==> config.mk <==
export PLATFORM = sky130hd
export DESIGN_NAME = data_break_ctl
export DESIGN_NICKNAME = d
export VERILOG_FILES = /design/src/rtl/data_break_ctl_pkg.sv /design/src/rtl/brk_prio_enc.sv /design/src/rtl/data_break_ctl.sv
export SDC_FILE = /design/constraint.sdc
export NUM_CORES = 1
export LEC_CHECK = 0
export CORE_MARGIN = 1.5
export CORE_UTILIZATION = 45
export DETAILED_ROUTE_END_ITERATION = 7
export GPL_TIMING_DRIVEN = 0
export PLACE_DENSITY = 0.82
export RECOVER_POWER = 100
export SYNTH_ARGS = -nofsm -noshare
export SYNTH_HDL_FRONTEND = slang
export SYNTH_HIERARCHICAL = 1
export SYNTH_SLANG_ARGS = --single-unit
==> constraint.sdc <==
create_clock -name clk -period 3.7 [get_ports clk]
set_clock_uncertainty 0.05 [all_clocks]
set_input_delay 0.37 -clock clk [delete_from_list [all_inputs] [get_ports clk]]
set_output_delay 0.37 -clock clk [all_outputs]
set_load 0.005 [all_outputs]
==> src/rtl/data_break_ctl_pkg.sv <==
// -----------------------------------------------------------------------------
// data_break_ctl_pkg
// Shared definitions for the PDP-8/E data-break controller: word and address
// widths, the break sequencer state encoding and a 12-bit increment helper.
// -----------------------------------------------------------------------------
`timescale 1ns/1ps

package data_break_ctl_pkg;

    localparam int WORD_W  = 12;  // PDP-8 word
    localparam int ADDR_W  = 15;  // {field[2:0], addr[11:0]}
    localparam int FIELD_W = ADDR_W - WORD_W;

    // Break sequencer states. WC0..CA1 only appear in three-cycle breaks.
    typedef enum logic [2:0] {
        IDLE = 3'd0,
        WAIT = 3'd1,
        WC0  = 3'd2,
        WC1  = 3'd3,
        CA0  = 3'd4,
        CA1  = 3'd5,
        DAT0 = 3'd6,
        DAT1 = 3'd7
    } brk_state_t;

    // 12-bit modulo increment; 7777 wraps to 0000 and never carries into field.
    function automatic logic [WORD_W-1:0] word_inc(input logic [WORD_W-1:0] w);
        return w + WORD_W'(1);
    endfunction

endpackage

==> src/rtl/brk_prio_enc.sv <==
// -----------------------------------------------------------------------------
// brk_prio_enc
// Fixed-priority encoder for break requests. Index 0 has the highest priority.
//
// Ports:
//   req     in   N       request vector
//   onehot  out  N       one-hot winner (all zero when no request)
//   idx     out  IDX_W   binary index of the winner (0 when no request)
//   any     out  1       at least one request is set
// -----------------------------------------------------------------------------
`timescale 1ns/1ps

module brk_prio_enc #(
    parameter int N     = 2,
    parameter int IDX_W = (N > 1) ? $clog2(N) : 1
) (
    input  logic [N-1:0]     req,
    output logic [N-1:0]     onehot,
    output logic [IDX_W-1:0] idx,
    output logic             any
);

    // Scan from the lowest priority upwards so the lowest set index is the
    // last assignment and therefore wins.
    always_comb begin
        // NOTE: every output gets a default before the loop, otherwise the
        // paths where no bit matches would infer latches.
        onehot = '0;
        idx    = '0;
        any    = |req;
        for (int i = N - 1; i >= 0; i--) begin
            if (req[i]) begin
                onehot    = '0;
                onehot[i] = 1'b1;
                idx       = IDX_W'(i);
            end
        end
    end

endmodule

==> src/rtl/data_break_ctl.sv <==
// -----------------------------------------------------------------------------
// data_break_ctl
// Sequences PDP-8/E data-break (DMA) cycles between NREQ peripherals and core
// memory. A winning request is latched in IDLE, the CPU is asked to divert via
// brk_pending, and once the CPU reaches a break-safe point the controller owns
// the memory mux (brk_active) for either a single-cycle break (data only) or a
// three-cycle break (WC increment, CA increment, then data at {field, CA}).
//
// Ports:
//   clk, reset    system clock, synchronous active-high reset
//   cpu_safe      CPU is at a break-safe boundary this cycle
//   brk_pending   break queued; CPU must enter DB0 at next safe point
//   brk_active    controller owns memory; CPU holds
//   dev_req       level request per device
//   dev_three     per device: 1 = three-cycle break
//   dev_to_mem    per device: 1 = write memory, 0 = read memory
//   dev_addr      per device: 15-bit single-cycle address
//   dev_field     per device: data field for three-cycle transfers
//   dev_wc_ptr    per device: field-0 address of WC word (CA at +1)
//   dev_wdata     per device: write data
//   dev_grant     one-hot pulse when the request is latched
//   dev_done      one-hot pulse when the transfer completes
//   dev_rdata     read data, valid with dev_done
//   dev_wc_ovf    pulses with dev_done when WC incremented to 0000
//   mem_addr/mem_wdata/mem_re/mem_we/mem_rdata   memory port; read data
//                 arrives on mem_rdata the cycle after mem_re
// -----------------------------------------------------------------------------
`timescale 1ns/1ps

module data_break_ctl
    import data_break_ctl_pkg::*;
#(
    parameter int NREQ      = 2,
    parameter int WC_BASE_W = 12
) (
    input  logic                      clk,
    input  logic                      reset,
    input  logic                      cpu_safe,
    output logic                      brk_pending,
    output logic                      brk_active,
    input  logic [NREQ-1:0]           dev_req,
    input  logic [NREQ-1:0]           dev_three,
    input  logic [NREQ-1:0]           dev_to_mem,
    input  logic [NREQ*ADDR_W-1:0]    dev_addr,
    input  logic [NREQ*FIELD_W-1:0]   dev_field,
    input  logic [NREQ*WC_BASE_W-1:0] dev_wc_ptr,
    input  logic [NREQ*WORD_W-1:0]    dev_wdata,
    output logic [NREQ-1:0]           dev_grant,
    output logic [NREQ-1:0]           dev_done,
    output logic [WORD_W-1:0]         dev_rdata,
    output logic                      dev_wc_ovf,
    output logic [ADDR_W-1:0]         mem_addr,
    output logic [WORD_W-1:0]         mem_wdata,
    output logic                      mem_re,
    output logic                      mem_we,
    input  logic [WORD_W-1:0]         mem_rdata
);

    localparam int IDX_W = (NREQ > 1) ? $clog2(NREQ) : 1;

    // -------------------------------------------------------------------------
    // Per-device views of the flattened request buses
    // -------------------------------------------------------------------------
    logic [ADDR_W-1:0]    req_addr  [NREQ];
    logic [FIELD_W-1:0]   req_field [NREQ];
    logic [WC_BASE_W-1:0] req_wcp   [NREQ];
    logic [WORD_W-1:0]    req_wdata [NREQ];

    for (genvar g = 0; g < NREQ; g++) begin : g_unpack
        assign req_addr[g]  = dev_addr[g*ADDR_W +: ADDR_W];
        assign req_field[g] = dev_field[g*FIELD_W +: FIELD_W];
        assign req_wcp[g]   = dev_wc_ptr[g*WC_BASE_W +: WC_BASE_W];
        assign req_wdata[g] = dev_wdata[g*WORD_W +: WORD_W];
    end

    // -------------------------------------------------------------------------
    // Arbitration
    // -------------------------------------------------------------------------
    logic [NREQ-1:0]  win_onehot;
    logic [IDX_W-1:0] win_idx;
    logic             win_any;

    brk_prio_enc #(
        .N     (NREQ),
        .IDX_W (IDX_W)
    ) u_prio (
        .req    (dev_req),
        .onehot (win_onehot),
        .idx    (win_idx),
        .any    (win_any)
    );

    // -------------------------------------------------------------------------
    // State and latched request
    // -------------------------------------------------------------------------
    brk_state_t           state_q, state_d;
    logic [NREQ-1:0]      sel_q;        // one-hot latched winner
    logic                 three_q;
    logic                 to_mem_q;
    logic [ADDR_W-1:0]    data_addr_q;  // final data address
    logic [FIELD_W-1:0]   field_q;
    logic [WC_BASE_W-1:0] wc_ptr_q;
    logic [WORD_W-1:0]    wdata_q;
    logic                 ovf_q;

    // Incremented memory word, used for both WC1 and CA1 write-back.
    logic [WORD_W-1:0]    rd_inc;
    logic [WC_BASE_W-1:0] ca_ptr;
    logic [ADDR_W-1:0]    wc_addr;
    logic [ADDR_W-1:0]    ca_addr;

    assign rd_inc  = word_inc(mem_rdata);
    assign ca_ptr  = wc_ptr_q + WC_BASE_W'(1);   // 7777 wraps to 0000
    assign wc_addr = ADDR_W'(wc_ptr_q);          // WC/CA live in field 0
    assign ca_addr = ADDR_W'(ca_ptr);

    always_ff @(posedge clk) begin
        // NOTE: sequential state uses non-blocking assignments so every
        // register samples the pre-edge values regardless of statement order.
        if (reset) begin
            // The latched payload is cleared along with the state so a reset
            // mid-break leaves no trace of the abandoned transfer.
            state_q     <= IDLE;
            sel_q       <= '0;
            three_q     <= 1'b0;
            to_mem_q    <= 1'b0;
            data_addr_q <= '0;
            field_q     <= '0;
            wc_ptr_q    <= '0;
            wdata_q     <= '0;
            ovf_q       <= 1'b0;
        end else begin
            state_q <= state_d;
            case (state_q)
                IDLE: begin
                    if (win_any) begin
                        sel_q       <= win_onehot;
                        three_q     <= dev_three[win_idx];
                        to_mem_q    <= dev_to_mem[win_idx];
                        data_addr_q <= req_addr[win_idx];
                        field_q     <= req_field[win_idx];
                        wc_ptr_q    <= req_wcp[win_idx];
                        wdata_q     <= req_wdata[win_idx];
                        ovf_q       <= 1'b0;
                    end
                end
                WC1:     ovf_q       <= (rd_inc == '0);
                // Data address for a three-cycle break is the incremented CA
                // in the device's field; field bits never receive a carry.
                CA1:     data_addr_q <= {field_q, rd_inc};
                default: ;
            endcase
        end
    end

    // -------------------------------------------------------------------------
    // Next state and outputs
    // -------------------------------------------------------------------------
    always_comb begin
        state_d     = state_q;
        brk_pending = 1'b0;
        brk_active  = 1'b0;
        dev_grant   = '0;
        dev_done    = '0;
        dev_rdata   = '0;
        dev_wc_ovf  = 1'b0;
        mem_addr    = '0;
        mem_wdata   = '0;
        mem_re      = 1'b0;
        mem_we      = 1'b0;

        unique case (state_q)
            IDLE: begin
                // Grant is suppressed under reset since nothing is latched then.
                if (win_any && !reset) begin
                    dev_grant = win_onehot;
                    state_d   = WAIT;
                end
            end
            WAIT: begin
                brk_pending = 1'b1;
                if (cpu_safe) begin
                    state_d = three_q ? WC0 : DAT0;
                end
            end
            WC0: begin
                brk_active = 1'b1;
                mem_addr   = wc_addr;
                mem_re     = 1'b1;
                state_d    = WC1;
            end
            WC1: begin
                brk_active = 1'b1;
                mem_addr   = wc_addr;
                mem_wdata  = rd_inc;
                mem_we     = 1'b1;
                state_d    = CA0;
            end
            CA0: begin
                brk_active = 1'b1;
                mem_addr   = ca_addr;
                mem_re     = 1'b1;
                state_d    = CA1;
            end
            CA1: begin
                brk_active = 1'b1;
                mem_addr   = ca_addr;
                mem_wdata  = rd_inc;
                mem_we     = 1'b1;
                state_d    = DAT0;
            end
            DAT0: begin
                brk_active = 1'b1;
                mem_addr   = data_addr_q;
                if (to_mem_q) begin
                    mem_wdata = wdata_q;
                    mem_we    = 1'b1;
                end else begin
                    mem_re    = 1'b1;
                end
                state_d = DAT1;
            end
            DAT1: begin
                brk_active = 1'b1;
                dev_done   = sel_q;
                dev_wc_ovf = ovf_q;
                if (!to_mem_q) begin
                    dev_rdata = mem_rdata;
                end
                state_d = IDLE;
            end
        endcase
    end

endmodule

### After elaboration in Yosys (flattened, before gate mapping)

Cells that the tools add are included.

* $lt $le $gt $ge: 2
* multiplexer cells: 43
* $add $sub $neg: 2
* bitwise logic cells: 1
* reductions and logical operators: 16
* eq/ne operators: 10

Operators with widths (count)
* $mux 12: 9
* $mux 15: 4
* $pmux 15 s3: 1
* $pmux 15 s2: 1
* $add 12x1->12 const B: 2
* $pmux 12 s2: 1
* $pmux 3 s8: 1
* $mux 3: 6
* $eq 3x3->1 const B: 4
* $logic_not 12->1: 1
* $mux 1: 12
* $mux 2: 5
* $reduce_or 2->1: 5
* $reduce_and 2->1: 4
* $eq 3x2->1 const B: 2
* $ne 2x2->1 const B: 3
* $pmux 1 s2: 3
* $reduce_or 6->1: 1
* $reduce_bool 2->1: 2
* $eq 3x1->1 const B: 1
* $logic_not 3->1: 1
* $ge 2x2->1 const B: 1
* $lt 1x2->1 const B: 1
* $not 1->2: 1
* 2 further kinds: 2

* input port bits: 105
* output and inout bits: 48
* word-level logic and storage cells: 83
* flip-flop bits (word level): 50

### Longest topological paths before layout

* word-level depth: 8
* depth in mapped cells: 7
* mapped depth without buffers: 6

### Modules after synthesis

The synthesis kept the hierarchy.

By module, submodules not included
* data_break_ctl: times used 1, sequential area each 1001.0 um^2, cells each 451, area an instance 3477.1 um^2
* brk_prio_enc: times used 1, sequential area each 0.0 um^2, cells each 4, area an instance 27.5 um^2

### Least setup slack after synthesis

OpenSTA, ideal clock, no wires.

* kind: register to output
* start: reg state_q[2]
* end: out dev_grant[0]
* required time: 3.280 ns
* data arrival time: 1.311 ns
* setup slack: 1.969 ns
* buffers on the path: 2
* cell stages (with the launch flop): 6
* path through: dfxtp_1 buf_2 nor2_1 nand3_2 buf_2 nor3b_1

* word-level cells in the longest chain between the ends: 2

Ends and longest elaborated chain
* start, declared: line data_break_ctl.sv:96 `brk_state_t state_q, state_d;`
* start signal, assigned: line data_break_ctl.sv:133 `state_q <= state_d;`
* $logic_not 3->1: line data_break_ctl.sv:172 `unique case (state_q)`
* $mux 2: line data_break_ctl.sv:172
* end, declared: line data_break_ctl.sv:48 `output logic [NREQ-1:0] dev_grant,`

No other way between the ends.

### Worst setup path in the final report

* start: reg state_q[2]
* end: out mem_wdata[11]

* word-level cells in the longest chain between the ends: 3
* elaborated cells on any way between the ends: 5
* classes of those cells: eq/ne (3); mux (1); reduce/logical (1)

Ends and longest elaborated chain
* $eq 3x2->1 / $eq 3x3->1 (equally long branches): line data_break_ctl.sv:172
* $reduce_or 2->1 (no source line)
* $pmux 12 s2 (*): line data_break_ctl.sv:172
* end, declared: line data_break_ctl.sv:53 `output logic [WORD_W-1:0] mem_wdata,`

Mark *: on every way between the ends. The rest lies on a longest branch, timed or not.

==> impl_metrics.py <==
metrics = {
    "synth": {
        "ys_top_cells_by_area": "dfxtp_1 (29%), mux2i_1 (12%), nor2_1 (7.0%)",
        "ys_async_sr_fraction_pct": 0,
        "ys_top_cells_by_count": "nor2_1 (65), dfxtp_1 (50), nand2_1 (48)",
        "synth-seq-cells": 50,
        "syn_inst": 455,
        "synth_top_area_share_pct": 28.6,
        "syn_area_per_cell_sq_um": 7.70,
        "yosysTopAreaCell": "dfxtp_1",
        "synth_edf_count": 0,
        "syn_area_sq_um": 3500,
        "synth_seq_area_share_pct": 28.6,
        "synthFlopType": "dfxtp_1",
        "synth_warnings": 6,
        "synth_most_common_cell": "nor2_1",
        "syn_nets": 563,
        "synth.distinct_cells": 49,
    },
    "min_path": {
        "whs_path_depth": 2,
        "holdPathEnd": "data_addr_q[6]$_SDFFE_PP0P_",
        "hp-class": "in -> reg",
        "hp-start": "reset",
    },
    "cts": {
        "clk_pin_slew_ns": 0.10,
        "cts_max_level": 2,
        "cts_hold_buffers": 0,
        "clock_path_buffers": 2,
        "cts_setup_buffers": 0,
        "numCtsBuffers": 5,
        "cts_resized": 0,
        "cts_tree": "yes",
        "clock_latency_ns": 0.31,
        "clock-sinks": 50,
        "clockRootBuffer": "clkbuf_8",
    },
    "setup_path": {
        "r2r_start": "state_q[1]$_SDFFE_PP0P_",
        "cpMaxStageDelayCell": "dlygate4sd3_1",
        "cp_common_cell": "nand2_1",
        "rr_worst_depth": 5,
        "critPathMaxStageDelay_ns": 0.61,
        "crit_arrival_ns": 2.83,
        "crit_chain": "clkbuf_1 -> nand2_1 -> nor2_1 -> and2_0 -> buf_2 -> nand2_1 -> o21ai_0 -> dlygate4sd3_1",
        "cpLargestDelayFamily": "buffers and inverters",
        "path_class": "reg -> out",
        "path_max_fanout": 10,
        "crit_path_end_kind": "output pin",
        "start_kind": "flop",
        "worstPathRequired_ns": 3.28,
        "r2r-end": "wc_ptr_q[7]$_SDFFE_PP0P_",
        "timing.reg2reg.setup_slack_ns": 1.19,
        "cp_num_buf_inv": 3,
    },
    "global_route": {
        "grt_max_degree": 17,
        "grt_pass1_vias": 3968,
        "grt-ovfl-total": 0,
        "antenna_found_initial": 0,
        "grt.total_usage_pct": 28.6,
        "grt_pass1_wl_um": 19100,
    },
    "routing": {
        "vias_per_cell": 5.55,
        "dr.pass1.iters": 5,
        "ant_nets": 0,
        "drc": 0,
        "drt_iter0_drc": 306,
        "wire_per_inst_um": 16.7,
        "via_count": 3939,
        "drt-total-wl_um": 11900,
    },
    "sta": {
        "setup_tns_ns": 0,
        "maxSlewViolCount": 0,
        "whs_ns": 0.373,
        "worstMarginPinSlew_ns": 0.886,
        "rsz0062_at_grt": "no",
        "max_freq_mhz": 307,
        "finalHoldViolations": 0,
        "max_slew_margin_pct": 40.9,
        "finalCritPeriodShare_pct": 87.9,
        "setup-violations-final": 0,
        "fin_ws_ns": 0.448,
        "period_minus_slack_ns": 3.25,
    },
    "status": {
        "outcome": "finished clean",
    },
    "final_layout": {
        "num-fill-cells": 644,
        "drive_gt1_share_pct": 4.91,
        "seq_area_sq_um": 1000,
        "diodes": 0,
        "final_cells": 710,
        "multi_input_area_sq_um": 2240,
        "fin_nets": 718,
        "syn2layout_area_growth_pct": 47.2,
    },
    "floorplanning": {
        "die_w_um": 91.3,
        "fp.dieArea_sq_um": 8330,
        "start_util_pct": 47.3,
        "ios": 153,
        "fp-row-count": 31,
        "dieHeight_um": 91.3,
        "core_area_sq_um": 7410,
    },
    "job": {
        "cap_viol_max_count": 0,
    },
    "power_and_ir_drop": {
        "p_leak_nw": 1.91,
        "peakVddDrop_mv": 0.206,
        "power.density_nw_per_um2": 312,
    },
    "placement": {
        "place_hpwl_um": 9550,
        "numPortBuffers": 148,
        "place_inst": 702,
        "gp_congestion": 0.954,
        "post-place-ws_ns": 0.625,
    },
}
==> metrics by stage <==
step	cell area, sq um	total power, W	utilization [%]
3_3_place_gp	5110	0.00126	69.0
4_1_cts	5210	0.00162	70.3
6_report	5160	0.00161	69.6
3_5_place_dp	5110	0.00127	69.0
2_1_floorplan	3500	0.000998	-
5_1_grt	5160	0.00169	69.6
==> kinds of logic (layout without fill, tap and decap cells) <==
kind of cell | Yosys count | after routing | share of synthesized area, %
buffers and inverters | 53 | 209 | 6.68
multiplexers | 45 | 45 | 13.0
adder cells (fa/ha/maj) | 3 | 3 | 1.07
AND/OR/NAND/NOR | 181 | 181 | 25.5
XOR/XNOR | 24 | 24 | 6.00
AO/OA/AOI/OAI | 99 | 99 | 19.3
flip-flops | 50 | 50 | 28.6
==> area by class of cell <==
| cell class | count | area share [%] |
|---|---|---|
| Buffer | 37 | 3.03 |
| Sequential cell | 50 | 19.4 |
| Inverter | 16 | 1.16 |
| Clock inverter | 2 | 0.315 |
| Clock buffer | 6 | 1.60 |
| Tap cell | 99 | 2.40 |
| Multi-Input combinational cell | 352 | 43.4 |
| Timing Repair Buffer | 148 | 28.7 |
==> power breakdown <==
group          switching (W)  internal (W)
Sequential         0.0000603      0.000610
Combinational       0.000293      0.000287
Clock               0.000201      0.000154
Total               0.000555       0.00105
==> cell usage in the layout, fill, tap and decap left out, drive strengths merged, types with 4 or more instances in the layout <==
cell type        n
a211oi          31
a21oi           10
a221oi           7
and2            16
and3             5
buf              9
clkbuf          34
clkdlybuf4s50  121
dfxtp           50
dlygate4sd3     27
inv             17
mux2i           42
nand2           48
nand3           15
nand4            5
nor2            68
nor2b            6
nor3             9
o21ai           24
o221a            4
o22ai           12
xnor2           21
==> worst max path at each step <==
stage	startpoint	to	slack, ns	cells past startpoint
detailed placement	mem_rdata[0]	mem_wdata[8]	0.62	7
global route	mem_rdata[0]	mem_wdata[10]	0.23	7
floorplan	state_q[2]$_SDFFE_PP0P_	dev_grant[0]	1.97	5
finish	state_q[2]$_SDFFE_PP0P_	mem_wdata[11]	0.45	8
CTS	mem_rdata[0]	mem_wdata[10]	0.60	7
global placement	mem_rdata[0]	mem_wdata[8]	0.56	7
==> state kept, by name (all words and copies together) (netlist names) <==
| register | count |
|---|---|
| data_addr_q | 15 |
| field_q | 3 |
| ovf_q | 1 |
| sel_q | 2 |
| state_q | 3 |
| three_q | 1 |
| to_mem_q | 1 |
| wc_ptr_q | 12 |
| wdata_q | 12 |
==> metal layers <==
layer  GRT usage [%]  vias to the layer above  part of all wire [%]
met2            49.4                      176                    49
met5               0                        -                     0
li1                -                     1906                     -
met3            3.77                       22                   5.8
met1            36.5                     1835                    43
met4            9.38                        0                   2.2
Note: power is estimated with default switching activity, not from simulation.
